==> src/rtl/scan_mux_reg.sv <==
// Purpose: registered N:1 channel mux with MANUAL (selector) and SCAN (round-robin dwell) modes.
// Latency: 1 cycle from load to output; the first load follows enable by one cycle.
// Backpressure: output_valid holds output_line/chan/sel_error stable until output_ready.
//
// Ports:
//   clk, rst_n     rising-edge clock, asynchronous active-low reset
//   input_lines    NUM_CHANNELS packed channels, channel k at [k*DATA_WIDTH +: DATA_WIDTH]
//   selector_bits  channel select (MANUAL only)
//   enable, mode   enable=0 -> IDLE; mode 0 = MANUAL, 1 = SCAN
//   output_ready   consumer accepts output this cycle
//   output_line    registered sample; output_valid qualifies it
//   output_chan    channel the sample came from
//   sel_error      sample taken with an out-of-range selector
module scan_mux_reg #(
  parameter int NUM_CHANNELS = 4,
  parameter int DATA_WIDTH   = 8,
  parameter int DWELL_CYCLES = 4,
  localparam int SEL_W       = $clog2(NUM_CHANNELS),
  localparam int DW_W        = (DWELL_CYCLES > 1) ? $clog2(DWELL_CYCLES) : 1
) (
  input  logic                               clk,
  input  logic                               rst_n,
  input  logic [NUM_CHANNELS*DATA_WIDTH-1:0] input_lines,
  input  logic [SEL_W-1:0]                   selector_bits,
  input  logic                               enable,
  input  logic                               mode,
  input  logic                               output_ready,
  output logic [DATA_WIDTH-1:0]              output_line,
  output logic                               output_valid,
  output logic [SEL_W-1:0]                   output_chan,
  output logic                               sel_error
);

  typedef enum logic [1:0] {
    IDLE   = 2'd0,
    MANUAL = 2'd1,
    SCAN   = 2'd2
  } state_t;

  state_t                state;
  state_t                next_state;
  logic [SEL_W-1:0]      scan_ptr;
  logic [DW_W-1:0]       dwell_cnt;
  logic [SEL_W-1:0]      chan_sel;
  logic [DATA_WIDTH-1:0] mux_dat;
  logic                  sel_oor;
  logic                  enter_scan;
  logic                  load;

  always_comb begin
    next_state = IDLE;
    if (enable) next_state = mode ? SCAN : MANUAL;
  end

  // Entering SCAN restarts the pointer; that edge carries no load so the
  // first scan sample is always channel 0.
  assign enter_scan = (next_state == SCAN) && (state != SCAN);
  assign load       = (state != IDLE) && (!output_valid || output_ready) && !enter_scan;

  assign chan_sel = (state == SCAN) ? scan_ptr : selector_bits;
  assign sel_oor  = (state == MANUAL) &&
                    ({1'b0, selector_bits} >= (SEL_W+1)'(NUM_CHANNELS));

  // An out-of-range select matches no channel, so the data falls back to zero.
  always_comb begin
    mux_dat = '0;
    for (int k = 0; k < NUM_CHANNELS; k++) begin
      if (chan_sel == SEL_W'(k)) mux_dat = input_lines[k*DATA_WIDTH +: DATA_WIDTH];
    end
  end

  always_ff @(posedge clk or negedge rst_n) begin
    if (!rst_n) begin
      state        <= IDLE;
      scan_ptr     <= '0;
      dwell_cnt    <= '0;
      output_line  <= '0;
      output_valid <= 1'b0;
      output_chan  <= '0;
      sel_error    <= 1'b0;
    end else begin
      state <= next_state;

      if (load) begin
        output_line  <= mux_dat;
        output_chan  <= chan_sel;
        sel_error    <= sel_oor;
        output_valid <= 1'b1;
        // Dwell counts loads only; stalled cycles leave the pointer alone.
        if (state == SCAN) begin
          if (dwell_cnt == DW_W'(DWELL_CYCLES - 1)) begin
            dwell_cnt <= '0;
            scan_ptr  <= (scan_ptr == SEL_W'(NUM_CHANNELS - 1)) ? '0 : scan_ptr + 1'b1;
          end else begin
            dwell_cnt <= dwell_cnt + 1'b1;
          end
        end
      end else if (output_valid && output_ready) begin
        output_valid <= 1'b0;
      end

      if (enter_scan) begin
        scan_ptr  <= '0;
        dwell_cnt <= '0;
      end
    end
  end

endmodule

==> config.mk <==
export PLATFORM = sky130hd
export DESIGN_NAME = scan_mux_reg
export DESIGN_NICKNAME = d
export VERILOG_FILES = /design/src/rtl/scan_mux_reg.sv
export SDC_FILE = /design/constraint.sdc
export NUM_CORES = 1
export LEC_CHECK = 0
export CAP_MARGIN = 25
export CORE_MARGIN = 2
export CORE_UTILIZATION = 39
export DETAILED_ROUTE_END_ITERATION = 10
export PLACE_DENSITY = 0.8
export SYNTH_ARGS = -nofsm -noshare
export SYNTH_HDL_FRONTEND = slang
export SYNTH_SLANG_ARGS = --single-unit
export TNS_END_PERCENT = 10
==> constraint.sdc <==
create_clock -name clk -period 1.65 [get_ports clk]
set_input_delay 0.33 -clock clk [delete_from_list [all_inputs] [get_ports clk]]
set_output_delay 0.33 -clock clk [all_outputs]
set_load 0.02 [all_outputs]
Yosys cells after proc, flatten, opt, wreduce, memory -nomap -nowiden
Index checks and enable logic that the tools add are counted.
{"block": "op_classes", "addsub": 2, "eq_ne": 8, "n_mux": 18, "reduce_logical": 15}
{"cell": "8-bit two-way mux", "count": 4}
{"cell": "2-bit two-way mux", "count": 12}
{"cell": "2-bit equality test (second input constant)", "count": 6}
{"cell": "2-bit nonzero test", "count": 5}
{"cell": "2-bit by 1-bit adder with 2-bit output (second input constant)", "count": 2}
{"cell": "1-bit logical AND", "count": 4}
{"cell": "3-bit AND reduction", "count": 1}
{"cell": "2-bit by 1-bit equality test with 1-bit output (second input constant)", "count": 1}
{"cell": "1-bit logical NOT", "count": 2}
{"cell": "2-bit logical NOT", "count": 1}
{"cell": "1-bit two-way mux", "count": 2}
{"cell": "2-bit inequality test (second input constant)", "count": 1}
{"cell": "2-bit AND reduction", "count": 1}
{"cell": "1-bit logical OR", "count": 1}
{"block": "word_totals", "reg_bits": 17, "inputBits": 39}

Depth between registers and ports, before layout
Gate-level depths: netlist (run 1).
{"block": "logic_depth", "ltp_word": 8, "mapped_depth": 6, "ltp_nobuf": 4}

Worst setup path after synthesis (run 1)
OpenSTA, ideal clock, no wires.
{"block": "synth_path", "path_type": "register to register", "from": "register state[0]", "to": "register output_line[0]", "t_arrival_ps": 1381, "required_time_ps": 1546, "slack_ps": 165, "stages_incl_launch_ff": 6, "n_path_buf": 1, "period_less_slack_ps": 1485, "path_cell_list": "dfrtp_1 nand2b_4 mux2_4 buf_12 mux2i_1 a221oi_1"}
{"block": "synth_via", "elab_chain_cells": 7}
{"item": "start, declared", "line_no": "40", "rtl": "state_t state;"}
{"item": "start signal, assigned", "line_no": "82", "rtl": "state <= next_state;"}
{"item": "2-bit equality test", "line_no": "60", "rtl": "assign chan_sel = (state == SCAN) ? scan_ptr : selector_bits;"}
{"item": "2-bit two-way mux", "line_no": "60"}
{"item": "2-bit logical NOT", "line_no": "68", "rtl": "if (chan_sel == SEL_W'(k)) mux_dat = input_lines[k*DATA_WIDTH +: DATA_WIDTH];"}
{"item": "8-bit two-way mux (4 in a row)", "line_no": "68"}
{"item": "end signal, assigned", "line_no": "85", "rtl": "output_line <= mux_dat;"}
{"item": "end, declared", "line_no": "28", "rtl": "output logic [DATA_WIDTH-1:0] output_line,"}
Parallel ways exist; a longest one is shown, timed or not.
A chain may end at the register's enable or synchronous reset.

Final worst setup path (run 1)
{"block": "layout_path", "from": "register output_line[3]", "to": "output output_line[3]"}
No word-level cell between the ends.

==> metrics.sh, run 1 <==
FIRST_PASS_ITERS=3
MAX_STAGE_DELAY_NS=0.62
DRV.MAX_CAP_VIOLATION_COUNT=0
SETUP-VIOLATIONS-FINAL=0
GRT_FIRST_PASS_WIRELENGTH_MM=3.82
ROUTED_WL_MM=2.56
SYN_TO_FINAL_GROWTH_PCT=61.1
INTERNAL_DISSIPATION_uW=848
POWER.SHARE.CLOCK_PCT=17.4
DRT-VIAS-PER-INSTANCE=5.26
FILLERINSTANCES=186
REPORT.POWER.TOTAL_mW=1.23
CRITPATHKIND='register to output port'
STATUS='completed'
DP.FINAL_HPWL_MM=2.03
CHIPWIDTH_UM=53.8
FMAX_MHz=620
SYNTH_SEQ_CELLS=17
YOSYS_WARNINGS=0
FIN_HOLD_WS_NS=0.354
FRACTION_OF_LAYOUT_INSTANCES_USING_A_DRIVE_STRENGTH_ABOVE_1_PCT=13.7
N_ANTENNA_CELL=0
P_SEQ_SHARE_PCT=42.6
CRIT_BUF_INV=1
MIN_PATH_TYPE='primary input to asynchronous set/reset pin'
GRT_PASS1_VIAS=905
TIMING.CRITICAL_PATH.FANOUT_MAX=2
CLOCK_TREE_FROM_TRITONCTS='yes'
PLACE_CONGESTION=0.740
ANTENNA_VIOLATING_NETS_POST_ROUTE=0
MIN_PERIOD_OVER_PERIOD_PCT=97.8
FINAL_DESIGN_AREA_NO_FILL_UM2=1560
CLOCKROOTBUFFER='clkbuf_4'
NETLIST_AREA_UM2=967
CRITPATHLAUNCHTYPE='register'
END_KIND='output port'
FINALNETCOUNT=188
SWITCHING_SHARE_OF_POWER_PCT=31.3
CTS.SINKS=17
INITIAL_UTILIZATION_PCT=40.1
NUMPORTBUFFERS=49
CORE-AREA_UM2=2410
WORST_PATH_DOMINANT_CELL_FAMILY='buffers and inverters'
SYN-INSTANCE-COUNT=92
POSTPLACECELLAREA_UM2=1510
BUFFERS_FROM_CLOCK_ROOT_TO_SINK_AT_MOST=2
DETAIL_ROUTE.DRC_VIOLATIONS=0
WORST_EP_REQUIRED_TIME_NS=1.32
SEQ_AREA_FRAC_SYNTH_PCT=44.0
SYNTH_LARGEST_TYPE_AREA_FRACTION_PCT=44.0
SYNTH.AREA.TOP_CELLS='dfrtp_1 44%, mux2i_1 9.3%, a221oi_1 7.2%'
GRT_START_MAX_NET_PINS=19
LEAKAGE_nW=0.668
DETAILROUTE.VIA_COUNT=925
FINAL-SEQ-AREA_UM2=427
DIE_AREA_UM2=2890
DETAILEDROUTE.FIRSTITERATIONVIOLATIONS=4
WORST_EP_ARRIVAL_TIME_NS=1.28
NUMBER_OF_CTS_INSERTED_BUFFERS=3
POWER_DENSITY_RELATIVE_TO_CELL_AREA_nW_PER_UM2=793
VDD_DROP_MAX_uV=583
POST-ROUTE-MIN-PERIOD_NS=1.61
FINALCLOCKSKEW_NS=0.00676
DIE_H_UM=53.8
POST_DRT_WL_PER_CELL_UM=14.5
PATH_CLK_SLEW_NS=0.10
SYNTH.DISTINCT_CELLS=28
CRITICAL-PATH-SLOWEST-CELL='clkdlybuf4s50_1'
TRACK_USAGE_PCT=18.4
CTS_MAX_LEVEL=1
GLOBALROUTEOVERFLOWTOTAL=0
TOP_LEVEL_PORTS=51
POSTSYNTHNETCOUNT=133
ROWS=18
WORST_SKEW_PAIR.LATE_LATENCY_NS=0.29
SYNTH_TOP_CELL_BY_AREA='dfrtp_1'
MULTI_INPUT_AREA_UM2=512
SWITCHING_POWER_uW=387
CELL_BY_CELL_TRACE_OF_THE_CRITICAL_PATH='clkdlybuf4s50_1'
PWR-SHARE-COMB_PCT=39.9
MAXSLEWVIOLCOUNT=0
GRT_ANTENNA_BEFORE_REPAIR=0
HOLD_VIOLATIONS=0
SYNTH_AREA_PER_CELL_UM2=10.5
[Yosys cell counts]
cell type and count:
a21oi_1 3, a221oi_1 8, a31oi_2 2, and2_1 2
and2b_4 1, and3_1 1, and4b_1 1, and4bb_1 1
buf_12 1, buf_2 2, buf_4 2, conb_1 1
dfrtp_1 17, ha_1 2, inv_1 1, mux2_2 1
mux2_4 1, mux2i_1 9, nand2_1 7, nand2b_1 1
nand2b_4 1, nand3_1 3, nor2_1 11, nor2b_1 1
o211a_1 1, o21ai_0 1, o22ai_1 8, or3_1 2
[registers in the layout, indices dropped and copies added (netlist names)]
| name | cells |
|---|---|
| scan_ptr | 2 |
| dwell_cnt | 2 |
| output_valid | 1 |
| output_line | 8 |
| output_chan | 2 |
| state | 2 |
[worst paths after layout]
kind / startpoint / endpoint / slack (ns) / cells after the start
min: rst_n / output_line[0] / 0.35 / 2
min reg2reg: output_chan[1] / output_chan[1] / 0.52 / 2
max in group asynchronous: rst_n / state[0] / 1.09 / 2
min in group clk: output_chan[1] / output_chan[1] / 0.52 / 2
max reg2reg: state[0] / output_line[5] / 0.11 / 4
max: output_line[3] / output_line[3] / 0.04 / 1
[cell usage in the layout (no fill, tap or decap)]
cell             count
o211a_1              1
a221oi_1             5
a21oi_1              3
a31oi_2              2
mux2_4               1
a221oi_2             3
nand2_1              7
ha_1                 2
dfrtp_2              1
nor2_1              11
nand3_1              3
and4bb_1             1
o22ai_1              8
dfrtp_1             16
mux2_2               1
nor2b_1              1
and2_1               2
nand2b_4             1
inv_1                1
conb_1               1
buf_4                5
dlymetal6s2s_1       1
and3_1               1
nand2b_1             1
clkbuf_4             3
and2b_4              1
clkdlybuf4s50_1     48
buf_12               1
o21ai_0              1
mux2i_1              9
and4b_1              1
or3_1                2
clkinv_2             1
[kinds of logic (layout without fill, tap and decap cells)]
kind of cell               after synthesis  count (layout)  share of synthesized area, %
AOI/OAI and AO/OA                       23              23                          18.1
adders and majority gates                2               2                          2.59
buffers and inverters                    6              60                          5.04
DFF                                     17              17                          44.0
muxes                                   11              11                          12.0
other                                    1               1                         0.388
and+or+nand+nor                         32              32                          17.9
[repair_timing]
action | CTS | global route
buffers inserted | 0 | 0
hold buffers | 0 | 0
setup endpoints to repair | 0 | 7
gates resized for setup | 0 | 5
hold endpoints to repair | 0 | 0
[power by group through the flow]
stage / sequential, mW / clock [mW] / combinational, mW
2_1_floorplan: 0.603 / 0 / 0.154
3_3_place_gp: 0.533 / 0 / 0.470
3_5_place_dp: 0.536 / 0 / 0.484
4_1_cts: 0.527 / 0.228 / 0.485
5_1_grt: 0.536 / 0.238 / 0.530
6_report: 0.527 / 0.215 / 0.493
[final cells by class]
type	count	share of cell area, %
Clock buffer	3	1.45
Clock inverter	1	0.321
Inverter	1	0.241
Multi-Input combinational cell	69	32.9
Sequential cell	17	27.4
Tap cell	30	2.41
Timing Repair Buffer	55	35.3
[per-layer routing]
layer  GRT usage [%]  share of wire [%]  up-vias
met5               0                  0        -
met4            5.56                1.1        0
met3            6.67                 14        4
met2            33.5                 45       48
met1            19.6                 40      419
li1                -                  -      454
[through the flow]
| stage | setup slack [ns] | std cells | utilization [%] | setup TNS (ns) |
|---|---|---|---|---|
| finish | 0.0366 | 176 | 64.6 | 0 |
| detailed placement | -0.155 | 172 | 62.6 | -1.09 |
| global route | -0.0108 | 176 | 64.6 | -0.0108 |
| global placement | -0.0785 | 172 | 62.6 | -0.675 |
| CTS | 0.0135 | 176 | 63.7 | 0 |
| floorplan | 0.165 | 92 | - | 0 |
No activity file was read; power rests on OpenSTA's default activity.
==> run 2: changes to the inputs <==
==> constraint.sdc (replaced) <==
create_clock -name clk -period 1.7 [get_ports clk]
set_input_delay 0.34 -clock clk [delete_from_list [all_inputs] [get_ports clk]]
set_output_delay 0.34 -clock clk [all_outputs]
set_load 0.02 [all_outputs]
==> metrics.sh, run 2 (synthesis gave the netlist of run 1 again) <==
STATUS='completed'  # unchanged
DETAILROUTE.VIA_COUNT=927  # was 925
GRT_PASS1_VIAS=905  # unchanged
DETAILEDROUTE.FIRSTITERATIONVIOLATIONS=12  # was 4
END_KIND='register'  # was output port
PATH_CLK_SLEW_NS=0.09  # was 0.10 ns
TIMING.CRITICAL_PATH.FANOUT_MAX=9  # was 2
CHIPWIDTH_UM=53.8  # unchanged
MIN_PATH_TYPE='primary input to asynchronous set/reset pin'  # unchanged
HOLD_VIOLATIONS=0  # unchanged
INITIAL_UTILIZATION_PCT=40.1  # unchanged
UNREPAIRED_SETUP_ENDPOINTS_AFTER_GLOBAL_ROUTING='false'
NUMBER_OF_CTS_INSERTED_BUFFERS=3  # unchanged
WORST_EP_REQUIRED_TIME_NS=1.88  # was 1.32 ns
WORST_EP_ARRIVAL_TIME_NS=1.80  # was 1.28 ns
DIE_AREA_UM2=2890  # unchanged
SYN_TO_FINAL_GROWTH_PCT=58.7  # was 61.1%
FRACTION_OF_LAYOUT_INSTANCES_USING_A_DRIVE_STRENGTH_ABOVE_1_PCT=11.0  # was 13.7%
GRT_FIRST_PASS_WIRELENGTH_MM=3.82  # unchanged
GRT_START_MAX_NET_PINS=19  # unchanged
FINISH.UTILIZATION_PCT=63.7  # was 64.6%
ROWS=18  # unchanged
MIN_PERIOD_OVER_PERIOD_PCT=95.3
LARGEST_REGISTER_BY_FLOP_COUNT='output_line'  # unchanged
POST_CTS_RESIZE_COUNT=0  # unchanged
TRACK_USAGE_PCT=18.4  # unchanged
POWER_DENSITY_RELATIVE_TO_CELL_AREA_nW_PER_UM2=771  # was 793 nW/um2
WORST_SKEW_PAIR.LATE_LATENCY_NS=0.29  # about the same
CRITPATHLAUNCHTYPE='register'  # unchanged
ROUTED_WL_MM=2.47  # was 2.56 mm
GRT_ANTENNA_BEFORE_REPAIR=0  # unchanged
LEAKAGE_nW=0.655  # was 0.668 nW
GLOBALROUTEOVERFLOWTOTAL=0  # unchanged
DETAIL_ROUTE.DRC_VIOLATIONS=0  # unchanged
FINALNETCOUNT=188  # unchanged
CTSHOLDBUFFERS=0  # unchanged
SETUP-VIOLATIONS-FINAL=0  # unchanged
LARGEST_REGISTER_FF_COUNT=8  # unchanged
DPL.CELL_COUNT=172  # unchanged
FINALCLOCKSKEW_NS=0.00481  # was 0.00676 ns
CORE-AREA_UM2=2410  # unchanged
CTS_MAX_LEVEL=1  # unchanged
ANTENNA_VIOLATING_NETS_POST_ROUTE=0  # unchanged
MOSTFREQUENTLAYOUTCELL='clkdlybuf4s50_1'  # unchanged
FIRST_PASS_ITERS=4  # was 3
DRT-VIAS-PER-INSTANCE=5.27  # was 5.26
FINAL.SETUP.WORST_SLACK_NS=0.0805  # was 0.0366 ns
PLACE_CONGESTION=0.740  # unchanged
POST-ROUTE-MIN-PERIOD_NS=1.62
TOP_LEVEL_PORTS=51  # unchanged
MOST-COMMON-LAYOUT-CELLS='49 x clkdlybuf4s50_1, 17 x dfrtp_1, 11 x nor2_1, 9 x mux2i_1'  # was 48 x clkdlybuf4s50_1, 16 x dfrtp_1, 11 x nor2_1, 9 x mux2i_1, 8 x o22ai_1
DIE_H_UM=53.8  # unchanged
N_ANTENNA_CELL=0  # unchanged
FMAX_MHz=617
CRITPATHKIND='register to register'  # was register to output port
CTS.SINKS=17  # unchanged
FINAL_CELLS=176  # unchanged
DRV.MAX_CAP_VIOLATION_COUNT=0  # unchanged
DPL_WORST_SLACK_NS=-0.115  # was -0.155 ns
DP.FINAL_HPWL_MM=2.03  # unchanged
VDD_DROP_MAX_uV=563  # was 583 uV
POST-CTS-SETUP-BUFFERS=0  # unchanged
NUMPORTBUFFERS=49  # unchanged
POST_DRT_WL_PER_CELL_UM=14.0  # was 14.5 um
MAXSLEWVIOLCOUNT=0  # unchanged
CLOCKROOTBUFFER='clkbuf_4'  # unchanged
BUFFERS_FROM_CLOCK_ROOT_TO_SINK_AT_MOST=2  # unchanged
CLOCK_TREE_FROM_TRITONCTS='yes'  # unchanged
==> run 2: cell types whose count changed in the layout (fill, tap and decap cells not counted), sizes merged <==
cell,change
dlymetal6s2s,-1
clkdlybuf4s50,+1
==> run 2: critical path, stage by stage, from the launching register on <==
cell and delay (ns):
dfrtp_1 0.44, nand2b_4 0.19, mux2_4 0.40, mux2i_1 0.16, a221oi_1 0.33
==> run 2: power by group <==
part | internal (mW) | total (mW) | switching (mW)
registers | 0.470 | 0.510 | 0.0392
logic | 0.261 | 0.467 | 0.207
clock network | 0.0875 | 0.207 | 0.119
==> run 2: final timing paths <==
check / depth (start not counted) / from / slack, ns / end
max: 4 / state[0] / 0.08 / output_line[7]
min: 2 / rst_n / 0.37 / output_line[0]
max reg2reg: 4 / state[0] / 0.08 / output_line[7]
min reg2reg: 2 / output_chan[1] / 0.51 / output_chan[1]
max in group asynchronous: 2 / rst_n / 1.15 / state[0]
min in group clk: 2 / output_chan[1] / 0.51 / output_chan[1]
==> run 2: layer usage <==
metal	share of wire [%]	global-route usage (%)	wire length (um)	vias up
li1	-	-	-	455
met1	39	19.6	967	420
met2	45	33.5	1120	47
met3	14	6.67	344	5
met4	1.4	5.56	34	0
met5	0	0	0	-
==> run 2: area by class of cell <==
type | count | area [um2]
flip-flops and latches | 17 | 425
inverters | 1 | 3.75
multi-input cells | 69 | 493
repair buffers | 55 | 548
clock inverters | 1 | 5.00
fillers | 194 | 875
well taps | 30 | 37.5
clock buffers | 3 | 22.5
==> run 2: metrics by stage <==
step           cell area [um2]  power (mW)  TNS (ns)  hold WS, ns
3_3_place_gp              1510       0.974    -0.305        0.495
5_1_grt                   1540        1.25         0        0.375
4_1_cts                   1540        1.20         0        0.359
6_report                  1540        1.18         0        0.368
3_5_place_dp              1510       0.991    -0.688        0.497
2_1_floorplan              967       0.734         0       0.0444
